--- src/rtl/vit_pkg.sv ---
// Shared definitions for the K=3, rate-1/2 (7,5 octal) Viterbi decoder:
// trellis constants, state type, decoder phase enum and branch-label helper.
package vit_pkg;

    localparam int         NUM_STATES = 4;
    localparam logic [2:0] GEN_P0     = 3'b111;
    localparam logic [2:0] GEN_P1     = 3'b101;

    typedef logic [1:0] state_t;

    typedef enum logic {
        FILL = 1'b0,
        RUN  = 1'b1
    } fsm_t;

    // Encoder output {p0,p1} when input u leaves state s={u[n-1],u[n-2]}.
    function automatic logic [1:0] branch_label(state_t s, logic u);
        logic [2:0] taps;
        taps = {u, s};
        return {^(taps & GEN_P0), ^(taps & GEN_P1)};
    endfunction

endpackage

--- src/rtl/vit_acs.sv ---
// One add-compare-select cell: extends two predecessor metrics by their branch
// metrics (saturating) and keeps the smaller; ties resolve to predecessor 0.
module vit_acs #(
    parameter int PM_W = 5
) (
    input  logic [PM_W-1:0] pm_0,
    input  logic [PM_W-1:0] pm_1,
    input  logic [1:0]      bm_0,
    input  logic [1:0]      bm_1,
    output logic [PM_W-1:0] pm_out,
    output logic            dec
);

    localparam logic [PM_W-1:0] PM_MAX = '1;

    function automatic logic [PM_W-1:0] sat_add(logic [PM_W-1:0] a, logic [1:0] b);
        logic [PM_W:0] s;
        s = {1'b0, a} + {{(PM_W-1){1'b0}}, b};
        return s[PM_W] ? PM_MAX : s[PM_W-1:0];
    endfunction

    logic [PM_W-1:0] cand_0;
    logic [PM_W-1:0] cand_1;

    always_comb begin
        cand_0 = sat_add(pm_0, bm_0);
        cand_1 = sat_add(pm_1, bm_1);
        dec    = (cand_1 < cand_0);
        pm_out = dec ? cand_1 : cand_0;
    end

endmodule

--- src/rtl/viterbi_decoder.sv ---
// Hard-decision Viterbi decoder, rate-1/2 K=3 (7,5) code, register-exchange survivors.
// Define VDEC_ERRCNT_EN to add the err_cnt channel-error estimate output.
module viterbi_decoder
    import vit_pkg::*;
#(
    parameter int TB_DEPTH = 15,
    parameter int PM_W     = 5
`ifdef VDEC_ERRCNT_EN
    ,
    parameter int ERR_W    = 16
`endif
) (
    input  logic clock,
    input  logic reset,
    input  logic in_valid,
    input  logic in,
    output logic out_valid,
    output logic out
`ifdef VDEC_ERRCNT_EN
    ,
    output logic [ERR_W-1:0] err_cnt
`endif
);

    localparam int              CNT_W     = $clog2(TB_DEPTH);
    localparam logic [CNT_W-1:0] FILL_LAST = CNT_W'(TB_DEPTH - 1);
    localparam logic [PM_W-1:0]  PM_MAX    = '1;

    function automatic logic [1:0] hamming2(logic [1:0] x);
        return {x[1] & x[0], x[1] ^ x[0]};
    endfunction

    logic                phase_q, phase_d;
    logic                r0_q, r0_d;
    logic [CNT_W-1:0]    sym_cnt_q, sym_cnt_d;
    fsm_t                fsm_q, fsm_d;
    logic [PM_W-1:0]     pm_q [NUM_STATES];
    logic [PM_W-1:0]     pm_d [NUM_STATES];
    logic [TB_DEPTH-1:0] hist_q [NUM_STATES];
    logic [TB_DEPTH-1:0] hist_d [NUM_STATES];
    logic                emit_q, emit_d;
    logic                out_q, out_d;
    logic                out_valid_q, out_valid_d;

    logic [1:0]          rx_pair;
    logic [PM_W-1:0]     acs_pm [NUM_STATES];
    logic                acs_dec [NUM_STATES];
    logic [PM_W-1:0]     pm_min;
    state_t              best;
    logic [PM_W-1:0]     best_pm;

    assign rx_pair = {r0_q, in};

    // State {u,a} is reached from {a,0} or {a,1} by input bit u.
    for (genvar t = 0; t < NUM_STATES; t++) begin : g_acs
        localparam state_t PRED0 = state_t'((t % 2) * 2);
        localparam state_t PRED1 = state_t'((t % 2) * 2 + 1);
        localparam logic   U     = (t >= 2);
        vit_acs #(.PM_W(PM_W)) u_acs (
            .pm_0  (pm_q[PRED0]),
            .pm_1  (pm_q[PRED1]),
            .bm_0  (hamming2(branch_label(PRED0, U) ^ rx_pair)),
            .bm_1  (hamming2(branch_label(PRED1, U) ^ rx_pair)),
            .pm_out(acs_pm[t]),
            .dec   (acs_dec[t])
        );
    end

    always_comb begin
        pm_min = acs_pm[0];
        for (int t = 1; t < NUM_STATES; t++) begin
            if (acs_pm[t] < pm_min) pm_min = acs_pm[t];
        end
    end

    // Best state is picked from the metrics already normalized at the previous edge.
    always_comb begin
        best    = '0;
        best_pm = pm_q[0];
        for (int t = 1; t < NUM_STATES; t++) begin
            if (pm_q[t] < best_pm) begin
                best_pm = pm_q[t];
                best    = state_t'(t);
            end
        end
    end

    always_comb begin : p_next
        state_t tt;
        state_t pred;
        phase_d     = phase_q;
        r0_d        = r0_q;
        sym_cnt_d   = sym_cnt_q;
        fsm_d       = fsm_q;
        pm_d        = pm_q;
        hist_d      = hist_q;
        emit_d      = 1'b0;
        out_d       = out_q;
        out_valid_d = 1'b0;
        tt          = '0;
        pred        = '0;

        if (in_valid && !phase_q) begin
            r0_d    = in;
            phase_d = 1'b1;
        end else if (in_valid) begin
            phase_d = 1'b0;
            for (int t = 0; t < NUM_STATES; t++) begin
                tt        = state_t'(t);
                pred      = {tt[0], acs_dec[t]};
                pm_d[t]   = acs_pm[t] - pm_min;
                hist_d[t] = {hist_q[pred][TB_DEPTH-2:0], tt[1]};
            end
            emit_d = (fsm_q == RUN);
            if (fsm_q == FILL) begin
                sym_cnt_d = sym_cnt_q + 1'b1;
                if (sym_cnt_d == FILL_LAST) fsm_d = RUN;
            end
        end

        if (emit_q) begin
            out_d       = hist_q[best][TB_DEPTH-1];
            out_valid_d = 1'b1;
        end
    end

    always_ff @(posedge clock) begin
        if (reset) begin
            phase_q     <= 1'b0;
            r0_q        <= 1'b0;
            sym_cnt_q   <= '0;
            fsm_q       <= FILL;
            emit_q      <= 1'b0;
            out_q       <= 1'b0;
            out_valid_q <= 1'b0;
            for (int t = 0; t < NUM_STATES; t++) begin
                pm_q[t]   <= (t == 0) ? '0 : PM_MAX;
                hist_q[t] <= '0;
            end
        end else begin
            phase_q     <= phase_d;
            r0_q        <= r0_d;
            sym_cnt_q   <= sym_cnt_d;
            fsm_q       <= fsm_d;
            emit_q      <= emit_d;
            out_q       <= out_d;
            out_valid_q <= out_valid_d;
            pm_q        <= pm_d;
            hist_q      <= hist_d;
        end
    end

    assign out       = out_q;
    assign out_valid = out_valid_q;

`ifdef VDEC_ERRCNT_EN
    // The per-symbol normalization amount accumulates to the ML path's Hamming distance.
    localparam logic [ERR_W-1:0] ERR_MAX = '1;

    logic [ERR_W-1:0] err_cnt_q, err_cnt_d;

    always_comb begin : p_err
        logic [ERR_W:0] sum;
        sum       = {1'b0, err_cnt_q} + (ERR_W + 1)'(pm_min);
        err_cnt_d = err_cnt_q;
        if (in_valid && phase_q) err_cnt_d = sum[ERR_W] ? ERR_MAX : sum[ERR_W-1:0];
    end

    always_ff @(posedge clock) begin
        if (reset) err_cnt_q <= '0;
        else       err_cnt_q <= err_cnt_d;
    end

    assign err_cnt = err_cnt_q;
`endif

endmodule
--- config.mk ---
export PLATFORM = sky130hd
export DESIGN_NAME = viterbi_decoder
export DESIGN_NICKNAME = d
export VERILOG_FILES = /design/src/rtl/vit_pkg.sv /design/src/rtl/vit_acs.sv /design/src/rtl/viterbi_decoder.sv
export SDC_FILE = /design/constraint.sdc
export NUM_CORES = 1
export LEC_CHECK = 0
export CAP_MARGIN = 10
export CORE_UTILIZATION = 55
export CTS_CLUSTER_DIAMETER = 40
export DETAILED_ROUTE_END_ITERATION = 16
export GPL_ROUTABILITY_DRIVEN = 0
export PLACE_DENSITY_LB_ADDON = 0.15
export RECOVER_POWER = 25
export SLEW_MARGIN = 20
export SYNTH_ARGS = -nofsm -noshare
export SYNTH_HDL_FRONTEND = slang
export SYNTH_HIERARCHICAL = 1
export SYNTH_SLANG_ARGS = --single-unit
--- constraint.sdc ---
create_clock -name clock -period 9.6 [get_ports clock]
set_input_delay 1.92 -clock clock [delete_from_list [all_inputs] [get_ports clock]]
set_output_delay 1.92 -clock clock [all_outputs]
set_load 0.02 [all_outputs]
==> impl.org <==
** Finish
- Leaving out fill and tap cells, the most frequent cell in the layout is buf_4.
- The repair_antennas step left the layout with diodes totalling 0.
- Area added between synthesis and finish :: 20.6%
- Leaving out fill and tap cells, the most frequent cells in the layout are buf_4, nor2_1, dfxtp_1.
- Final Net Count :: 1045
- After routing the design area is 8820 um^2.
- Share of final-layout standard cells stronger than drive strength 1 :: 0.219
- Number of non-filler instances in the completed layout :: 1142

** CTS
- Clock-pin slew was measured on the worst setup and hold paths at 0.07 ns.
- TritonCTS built the clock tree.
- The H-tree generated during clock tree synthesis spans 3 levels.
- Clock network latency to the later pin of the worst-skew pair :: 0.34 ns
- Counting every sink on the clock net gives 85.
- Counting the buffers created by CTS gives 9.
- The clock passes through at most 2 buffers.
- CTS root buffer :: clkbuf_16

** Global route
- The via count of the first global-routing pass was 6527.
- In the global route stage, overall resource usage came out at 0.292.
- Pin count of the biggest net entering global routing :: 104
- Summed over all layers, the global routing overflow is 0.
- The first global-routing pass estimated 31300 um of wire.
- The number of antenna violations at the first check in global routing is 0.

** STA
- Sum of negative setup slack :: 0 ns
- Share of the clock period used by the worst path after layout :: 0.970
- Clock tree skew after final layout :: 0.00831 ns
- The total count of max-transition violations in the final report came to 136.
- Slew headroom :: -1.61
- Max Freq :: 107 MHz
- Number of endpoints with negative hold slack in the final report :: 0
- Setup violations remaining at the end of the flow were counted as 0.
- Smallest setup slack after layout :: 0.285 ns
- At the pin with the least slew margin, the transition time is 3.91 ns.
- Shortest period the worst path allows :: 9.31 ns

** Worst setup path
- Crit path arrival time :: 9.48 ns
- STA puts the critical path data required time at 9.77 ns.
- Critical Path Sink Type :: register
- Largest stage delay, worst path :: 0.57 ns
- The largest individual stage delay along the critical path comes from the cell or4_4.
- Critical path fanouts, max :: 5
- Cell mode on critical path :: ha_1
- The worst setup path is launched from an input pin.
- The setup path with the least slack is of type in -> reg.

** Synthesis
- Among all flip-flop cells after synthesis, the most frequent one is dfxtp_1.
- Synth Area in Adders :: 0.148
- Synthesized cell area :: 7310 um^2
- Mean Syn Cell Area :: 8.28 um^2
- Yosys cell types :: 70
- After synthesis the netlist holds a flip-flop and latch count of 85.
- Synthesis produced a netlist with a net count of 963.
- Measured against the total synthesized area, the mux share comes to 0.132.
- Sequential-to-total area share from yosys stat :: 0.233
- Synthesis handed over a netlist of 883 instances.
- Main combinational cell family by area after synthesis :: compound AO/OA/AOI/OAI gates
- Of the total synthesized cell area, the portion taken by AND, OR, NAND and NOR gates is 0.183.
- Yosys mapped a number of flops with a built-in enable equal to 0.
- Yosys warns :: 6
- Async set or reset register ratio after synthesis :: 0
- Xor/xnor cell area share of the yosys netlist :: 0.0455
- The compound-gate portion of the synthesized area is 0.189.

** Floorplanning
- In this run the vertical extent of the chip is 117 um.
- Die area :: 13800 um^2
- After floorplanning, the core was divided into 41 placement rows.
- The region available for standard cell placement spans 12800 um^2.
- 6 I/O pins were placed.
- The initial utilization of the core area, before any placement, comes to 0.572.
- Chip width :: 117 um

** Run
- Max Cap Viol :: 2

** Drt
- Across all layers, the routed design uses 6783 vias.
- Vias per inst :: 5.94
- DRC violations left :: 0
- Count of nets left with antenna violations after detail routing :: 0
- The first routing iteration left 498 violations.
- Per-cell routed wire length :: 16.9 um
- Length of the first detailed-routing pass in iterations :: 5
- Total detailed-routing wirelength :: 19200 um

** Place
- Port Buffer Count :: 5
- Count of placed standard cells including taps :: 1109
- Summing all placed instances gives a cell area of 8220 um^2.
- Summed over all nets, the half-perimeter wirelength after detailed placement is 14200 um.
- Worst setup timing slack at the placement stage :: -0.587 ns

** Run status
- Outcome :: complete, but fails checks
- The final reports fail on max-capacitance violations, max-slew violations.

** Worst hold path
- Hold Crit Class :: reg -> reg
-- synth_stat cells (5+ instances only) --
master	number	area share
o21ai_0	18	0.012
and4_1	5	0.0060
clkbuf_1	34	0.017
nand4_1	17	0.015
dfxtp_1	85	0.23
a21o_1	13	0.013
nand2_1	77	0.040
mux2_4	12	0.025
maj3_1	7	0.0096
inv_1	69	0.035
buf_1	7	0.0036
or3_1	6	0.0051
ha_1	68	0.12
o2111ai_1	6	0.0072
xor2_1	13	0.016
nand3_1	12	0.0082
mux2i_1	75	0.10
nor3_1	13	0.0089
xnor2_1	25	0.030
a211oi_1	54	0.055
nand3b_1	7	0.0072
buf_6	5	0.0077
nor2b_1	13	0.011
fa_1	8	0.022
o211ai_1	6	0.0062
a211o_1	9	0.011
nand2b_1	13	0.011
a21oi_1	33	0.023
nor2_1	97	0.050
-- through the flow --
| step | hold slack [ns] | util |
|---|---|---|
| finish | 0.482 | 0.690 |
| global route | 0.512 | 0.690 |
| detailed placement | 0.462 | 0.644 |
| floorplan | 0.429 | - |
| CTS | 0.481 | 0.679 |
| global placement | 0.452 | 0.644 |
-- final timing paths --
path | start | end | slack, ns | depth (start not counted)
setup reg to reg | r0_q$_SDFFE_PP0P_ | pm_q[14]$_SDFFE_PP1P_ | 1.53 | 39
hold reg to reg | hist_q[2]$_SDFFE_PP0P_ | hist_q[2]$_SDFFE_PP0P_ | 0.48 | 2
hold / removal | hist_q[2]$_SDFFE_PP0P_ | hist_q[2]$_SDFFE_PP0P_ | 0.48 | 2
setup / recovery | in | pm_q[14]$_SDFFE_PP1P_ | 0.29 | 39
-- registers in the layout, summed over array words and instances, names as in the netlist --
name       flops
pm_q          20
out            1
emit_q         1
out_valid      1
phase_q        1
r0_q           1
sym_cnt_q      4
fsm_q          1
hist_q        55
-- critical path, delay by kind of cell --
family          cells  cell delay (ns)
compound gates     14             2.43
fa+ha+maj           8             2.06
simple gates       10             1.91
mux                 2             0.60
buf+inv             4             0.37
xor+xnor            1             0.16
-- routing by layer --
metal  track usage  part of all wire  vias to the layer above
met3        0.0484             0.051                       50
met4         0.102             0.026                        0
met1         0.378              0.45                     3234
met2         0.490              0.48                      186
met5             0                 0                        -
li1              -                 -                     3313
-- layout make-up --
type                    instances  area [um^2]
multi-input cells             675         5400
repair buffers                121          903
inverters                      73          279
clock buffers                  10          239
well taps                     172          215
fillers                      1037         3960
clock inverters                 6         76.3
flip-flops and latches         85         1700
-- what timing repair did --
action	CTS	global route
pin swaps	17	17
endpoints found under the setup margin	8	11
gates resized for setup	16	17
hold buffers	0	0
buffers inserted	7	10
-- logic make-up after synthesis --
kind of cell | Yosys count
xor+xnor | 38
mux | 89
fa+ha+maj | 83
flops | 85
simple gates | 280
compound gates | 185
buf+inv | 123
Power is left out: the tool's default activity adds up to more than one toggle a clock period on the data nets, which glitch-free logic cannot reach.
